--- src/rtl/alu_arbiter.sv ---
// Two-client round-robin front end for the shared ALU: one registered execute
// stage drives the ALU, and each client owns a single response register.
//
// state | meaning
// IDLE  | execute stage empty, ALU inputs held at zero
// EXEC  | execute stage holds one operation, result captured at the next edge
module alu_arbiter #(
  parameter int WIDTH = 4
) (
  input  logic             clk,
  input  logic             rst_n,
  input  logic             req_valid_0,
  output logic             req_ready_0,
  input  logic [WIDTH-1:0] req_a_0,
  input  logic [WIDTH-1:0] req_b_0,
  input  logic [3:0]       req_op_0,
  input  logic             req_valid_1,
  output logic             req_ready_1,
  input  logic [WIDTH-1:0] req_a_1,
  input  logic [WIDTH-1:0] req_b_1,
  input  logic [3:0]       req_op_1,
  output logic             rsp_valid_0,
  input  logic             rsp_ready_0,
  output logic [WIDTH-1:0] rsp_s_0,
  output logic             rsp_valid_1,
  input  logic             rsp_ready_1,
  output logic [WIDTH-1:0] rsp_s_1,
  output logic [WIDTH-1:0] alu_a,
  output logic [WIDTH-1:0] alu_b,
  output logic [3:0]       alu_op,
  input  logic [WIDTH-1:0] alu_s
);

  localparam logic STATE_IDLE = 1'b0;
  localparam logic STATE_EXEC = 1'b1;

  logic             state_q, state_d;
  logic             x_id_q, x_id_d;
  logic [WIDTH-1:0] x_a_q, x_a_d;
  logic [WIDTH-1:0] x_b_q, x_b_d;
  logic [2:0]       x_op_q, x_op_d;
  logic             last_q, last_d;
  logic [1:0]       rsp_valid_q, rsp_valid_d;
  logic [WIDTH-1:0] rsp_s_0_q, rsp_s_0_d;
  logic [WIDTH-1:0] rsp_s_1_q, rsp_s_1_d;

  logic x_valid;
  logic elig_0, elig_1;
  logic grant_id;
  logic accept;
  logic unused_op3;

  // Opcode bit 3 is reserved and never reaches the ALU.
  assign unused_op3 = req_op_0[3] ^ req_op_1[3];

  assign x_valid = (state_q == STATE_EXEC);

  // A client is blocked while its operation is in flight or its response is
  // unconsumed, so the execute stage can always retire into a free slot.
  always_comb begin
    elig_0 = req_valid_0 & ~rsp_valid_q[0] & ~(x_valid & ~x_id_q);
    elig_1 = req_valid_1 & ~rsp_valid_q[1] & ~(x_valid & x_id_q);
    if (elig_0 & elig_1) begin
      grant_id = ~last_q;
    end else begin
      grant_id = elig_1;
    end
    accept = (elig_0 | elig_1) & rst_n;
  end

  assign req_ready_0 = accept & ~grant_id;
  assign req_ready_1 = accept & grant_id;

  always_comb begin
    state_d = state_q;
    case (state_q)
      STATE_IDLE: state_d = accept ? STATE_EXEC : STATE_IDLE;
      STATE_EXEC: state_d = accept ? STATE_EXEC : STATE_IDLE;
      default:    state_d = STATE_IDLE;
    endcase
  end

  always_comb begin
    x_id_d = x_id_q;
    x_a_d  = x_a_q;
    x_b_d  = x_b_q;
    x_op_d = x_op_q;
    last_d = last_q;
    if (accept) begin
      x_id_d = grant_id;
      last_d = grant_id;
      if (grant_id) begin
        x_a_d  = req_a_1;
        x_b_d  = req_b_1;
        x_op_d = req_op_1[2:0];
      end else begin
        x_a_d  = req_a_0;
        x_b_d  = req_b_0;
        x_op_d = req_op_0[2:0];
      end
    end
  end

  always_comb begin
    rsp_valid_d = rsp_valid_q;
    rsp_s_0_d   = rsp_s_0_q;
    rsp_s_1_d   = rsp_s_1_q;
    if (rsp_valid_q[0] & rsp_ready_0) rsp_valid_d[0] = 1'b0;
    if (rsp_valid_q[1] & rsp_ready_1) rsp_valid_d[1] = 1'b0;
    if (x_valid) begin
      if (x_id_q) begin
        rsp_valid_d[1] = 1'b1;
        rsp_s_1_d      = alu_s;
      end else begin
        rsp_valid_d[0] = 1'b1;
        rsp_s_0_d      = alu_s;
      end
    end
  end

  always_ff @(posedge clk or negedge rst_n) begin
    if (!rst_n) begin
      state_q     <= STATE_IDLE;
      x_id_q      <= 1'b0;
      x_a_q       <= '0;
      x_b_q       <= '0;
      x_op_q      <= '0;
      last_q      <= 1'b1;
      rsp_valid_q <= '0;
      rsp_s_0_q   <= '0;
      rsp_s_1_q   <= '0;
    end else begin
      state_q     <= state_d;
      x_id_q      <= x_id_d;
      x_a_q       <= x_a_d;
      x_b_q       <= x_b_d;
      x_op_q      <= x_op_d;
      last_q      <= last_d;
      rsp_valid_q <= rsp_valid_d;
      rsp_s_0_q   <= rsp_s_0_d;
      rsp_s_1_q   <= rsp_s_1_d;
    end
  end

  assign alu_a  = x_valid ? x_a_q : '0;
  assign alu_b  = x_valid ? x_b_q : '0;
  assign alu_op = x_valid ? {1'b0, x_op_q} : 4'b0000;

  assign rsp_valid_0 = rsp_valid_q[0];
  assign rsp_valid_1 = rsp_valid_q[1];
  assign rsp_s_0     = rsp_s_0_q;
  assign rsp_s_1     = rsp_s_1_q;

endmodule

--- config.mk ---
export PLATFORM = sky130hd
export DESIGN_NAME = alu_arbiter
export DESIGN_NICKNAME = d
export VERILOG_FILES = /design/src/rtl/alu_arbiter.sv
export SDC_FILE = /design/constraint.sdc
export NUM_CORES = 1
export LEC_CHECK = 0
export CORE_ASPECT_RATIO = 0.8
export CORE_MARGIN = 4
export CORE_UTILIZATION = 35
export DETAILED_ROUTE_END_ITERATION = 10
export PLACE_DENSITY = 0.72
export SLEW_MARGIN = 20
export SYNTH_ARGS = -nofsm -noshare
export SYNTH_HDL_FRONTEND = slang
export SYNTH_SLANG_ARGS = --single-unit
--- constraint.sdc ---
create_clock -name clk -period 2 [get_ports clk]
set_input_delay 0.3 -clock clk [delete_from_list [all_inputs] [get_ports clk]]
set_output_delay 0.3 -clock clk [all_outputs]
set_load 0.005 [all_outputs]
# After elaboration in Yosys (flattened, before gate mapping)
# Cells that the tools add are included.
[classes]
mux = 13
n_bitwise = 20
reduce_logical = 2
[op_table]
columns = ["cell", "count"]
rows = [
  ["two-way mux 4 bit", 4],
  ["bitwise AND 1 bit", 12],
  ["NOT 1 bit", 7],
  ["two-way mux 1 bit", 6],
  ["two-way mux 3 bit", 2],
  ["AND reduction 2 bit", 2],
  ["two-way mux 2 bit", 1],
  ["bitwise OR 1 bit", 1],
]
[word_totals]
ff_bits = 24
in_bits = 34

# Depth between registers and ports, before layout
[logic_depth]
ltp_word = 8
mapped_depth = 7
ltp_nobuf = 4

# Least setup slack after synthesis
# No wires, ideal clock.
[synth_path]
path_type = "register to register"
start = "register state_q"
end = "register x_a_q[0]"
t_arrival_ps = 1341
required_time_ps = 1874
slack_ps = 533
stages_incl_launch_ff = 8
n_path_buf = 3
path_cell_list = "dfrtp_1 -> nand2b_1 -> buf_4 -> nand3_2 -> and3_4 -> buf_6 -> buf_6 -> a221o_1"
[synth_via]
elab_chain_cells = 6
[synth_lines]
columns = ["element", "line_no", "rtl"]
rows = [
  ["from (decl)", "37", "logic state_q, state_d;"],
  ["from (signal assigned)", "133", "state_q <= state_d;"],
  ["bitwise AND 1 bit, on equally long branches", "61, 62", ""],
  ["NOT 1 bit, on equally long branches", "61, 62", ""],
  ["bitwise AND 1 bit, on equally long branches", "61, 62", ""],
  ["bitwise AND 1 bit", "63", "if (elig_0 & elig_1) begin"],
  ["two-way mux 1 bit", "63", ""],
  ["two-way mux 4 bit", "92", "if (grant_id) begin"],
  ["to (signal assigned)", "125", "x_a_q <= '0;"],
  ["to (signal assigned)", "135", "x_a_q <= x_a_d;"],
  ["to (decl)", "39", "logic [WIDTH-1:0] x_a_q, x_a_d;"],
]
# Several ways; a longest one is shown, not always the timed one.
# A chain may end at the register's enable or synchronous reset.

# Worst setup path after layout
[layout_path]
start = "register state_q"
end = "output port alu_op[1]"
[layout_via]
elab_chain_cells = 1
[layout_lines]
columns = ["element", "line_no", "rtl"]
rows = [
  ["two-way mux 3 bit", "147", "assign alu_op = x_valid ? {1'b0, x_op_q} : 4'b0000;"],
  ["to (decl)", "30", "output logic [3:0] alu_op,"],
]
# Every way passes these cells.

==> impl_metrics.tcl <==
set metrics [dict create \
    status "complete, no violations" \
    synth_top_area_share_pct 49.8 \
    antenna_left 0 \
    p_seq_share_pct 40.5 \
    syn_area_sq_mm 0.00115 \
    num_vias 1002 \
    wl_mm 3.05 \
    grt-ovfl-total 0 \
    end_kind "output port" \
    first_pass_iters 4 \
    cp-start-kind "flop" \
    fin_crit_sh_pct 93.6 \
    drive_gt1_share_pct 19.5 \
    grt_max_degree 20 \
    areaGrowthSynthToFinish_pct 58.9 \
    die-area_sq_mm 0.00429 \
    cap_violations 0 \
    yosys-top-cells-area "dfrtp_1, a221o_1, mux2_2" \
    dp_cells 196 \
    drv_slew 0 \
    power_mw 2.14 \
    ir_drop_uv 566 \
    dpl_cell_area_sq_mm 0.00174 \
    finalWorstSetupSlack_ns 0.127 \
    slew_headroom_pct 56.9 \
    hold_viol_final 0 \
    cts_tree "done" \
    syn-num-nets 138 \
    p_switching_mw 0.628 \
    worstPathArrival_ns 1.57 \
    regArea_sq_um 603 \
    port_buffers 54 \
    setup_viol 0 \
    antenna_cells 0 \
    synth_cells 104 \
    dp_slack_ns -0.212 \
    drc 0 \
    yosys.area.top_type "dfrtp_1" \
    fillers 265 \
    rsz0062_at_grt "false" \
    hold_class "in -> async" \
    multi_input_area_sq_um 502 \
    comb_power_share_pct 46.3 \
    row_count 18 \
    insertion_delay_ns 0.26 \
    htreeDepth 1 \
    holdWs_ns 0.447 \
    grtUsageTotal_pct 15.4 \
    worstPathMaxFanout 10 \
    cts_buffers 3 \
    power.internal_mw 1.51 \
    fin_crit_ns 1.87 \
    synth_cell_types 23 \
    die_x_um 72.2 \
    worstPathRequired_ns 1.70 \
    place_congestion 0.759 \
    io_pins 58 \
    grt_pass1_wl_mm 5.12 \
    ys_ff_latch 24 \
    fin_tns_setup_ns 0 \
    fin_cells 204 \
    first_global_vias 1058 \
    clkTransAtPathRegs_ns 0.08 \
    clockRootBuffer "clkbuf_8" \
    final_common_cell "clkdlybuf4s50_1" \
    ys_seq_area_share_pct 52.1 \
    pwr-share-clk_pct 13.3 \
    antenna_found_initial 0 \
    syn_avg_cell_area_sq_um 11.1 \
    worstMarginPinSlew_ns 0.646 \
    fin_skew_ns 0.00299 \
    fin_util_pct 58.6 \
    final_nets 199 \
    fmax_mhz 534 \
    dp_hpwl_mm 2.29 \
    wire_per_inst_um 14.9 \
    ctsHoldBuffers 0 \
    fin_area_sq_mm 0.00184 \
    drtIter0Drc 49 \
    powerDensity_mw_per_mm2 1160 \
    clockBufferDepth 2 \
    via_per_inst 4.91 \
    p_leak_nw 0.806 \
    initial_core_util_pct 36.9 \
    fp.dieH_um 59.4 \
    fp.coreArea_sq_mm 0.00313 \
    mostFrequentLayoutCells "clkdlybuf4s50_1, dfrtp_1, and2_1, nand2_1" \
    switching_share_pct 29.4 \
    cts.sinks 24 \
    path_class "reg -> out" \
    yosysWarnings 0 \
]
-- kinds of logic after synthesis --
family | Yosys count | synth area share, %
and+or+nand+nor | 43 | 21.1
DFF | 24 | 52.1
AOI/OAI and AO/OA | 16 | 12.5
buffers and inverters | 12 | 6.17
muxes | 8 | 7.80
other | 1 | 0.325
-- area by class of cell --
class | count | share of cell area, %
clock buffers | 4 | 2.45
inverters | 3 | 0.613
multi-input cells | 68 | 27.3
flip-flops and latches | 24 | 32.9
well taps | 40 | 2.73
repair buffers | 65 | 34.0
-- per-layer routing --
metal | global-route usage, % | share of wire [%] | routed length [um] | vias up
met5 | 0 | 0 | 0 | -
met2 | 25.6 | 50 | 1520 | 32
met1 | 20.3 | 43 | 1330 | 487
li1 | - | - | - | 481
met3 | 4.07 | 5.8 | 176 | 2
met4 | 3.22 | 0.89 | 27 | 0
-- timing repair --
item | CTS | global route
gates resized for setup | 4 | 3
buffers inserted | 1 | 3
hold endpoints to repair | 0 | 0
pin swaps | 0 | 1
setup endpoints to repair | 2 | 1
-- state kept, by name, indices dropped and copies added, names as in the netlist --
register,flops
x_a_q,4
x_op_q,3
x_id_q,1
rsp_s_0,4
x_b_q,4
rsp_s_1,4
rsp_valid_q,2
last_q,1
state_q,1
-- critical path: stages, from the launching register on --
cell and delay (ns):
dfrtp_2 0.44, buf_4 0.14, buf_4 0.15, and2_1 0.14, clkdlybuf4s50_1 0.45
-- power groups by stage --
| stage | sequential, mW | clock, mW | combinational (mW) |
|---|---|---|---|
| final | 0.864 | 0.283 | 0.988 |
| after global routing | 0.892 | 0.323 | 1.07 |
| after CTS | 0.862 | 0.292 | 0.972 |
| after detailed placement | 0.867 | 0 | 0.954 |
| after global placement | 0.852 | 0 | 0.937 |
| after floorplan | 0.847 | 0 | 0.466 |
-- cells in the mapped netlist --
cell type / count
mux2_2: 8
dfrtp_1: 23
inv_1: 3
nand2_1: 12
and3_4: 2
nor3b_1: 1
nor3_1: 11
buf_6: 2
conb_1: 1
and4b_1: 1
o21ai_2: 1
dfstp_2: 1
and2_1: 12
nand3_2: 1
a221o_1: 11
buf_2: 3
a21o_1: 2
o21ai_0: 2
buf_4: 2
nand2b_1: 1
clkbuf_1: 2
nor2b_1: 1
nand2_2: 1
-- path summary, 6_finish.rpt --
check | from | cells past startpoint | to | slack, ns
setup / recovery | state_q | 4 | alu_op[1] | 0.13
hold / removal | rst_n | 2 | x_b_q[1] | 0.45
setup reg to reg | x_id_q | 5 | x_b_q[1] | 0.26
hold reg to reg | rsp_s_0[3] | 1 | rsp_s_0[3] | 0.51
max in group asynchronous | rst_n | 2 | last_q | 1.30
min in group clk | rsp_s_0[3] | 1 | rsp_s_0[3] | 0.51
Power figures use the tool's default switching activity.
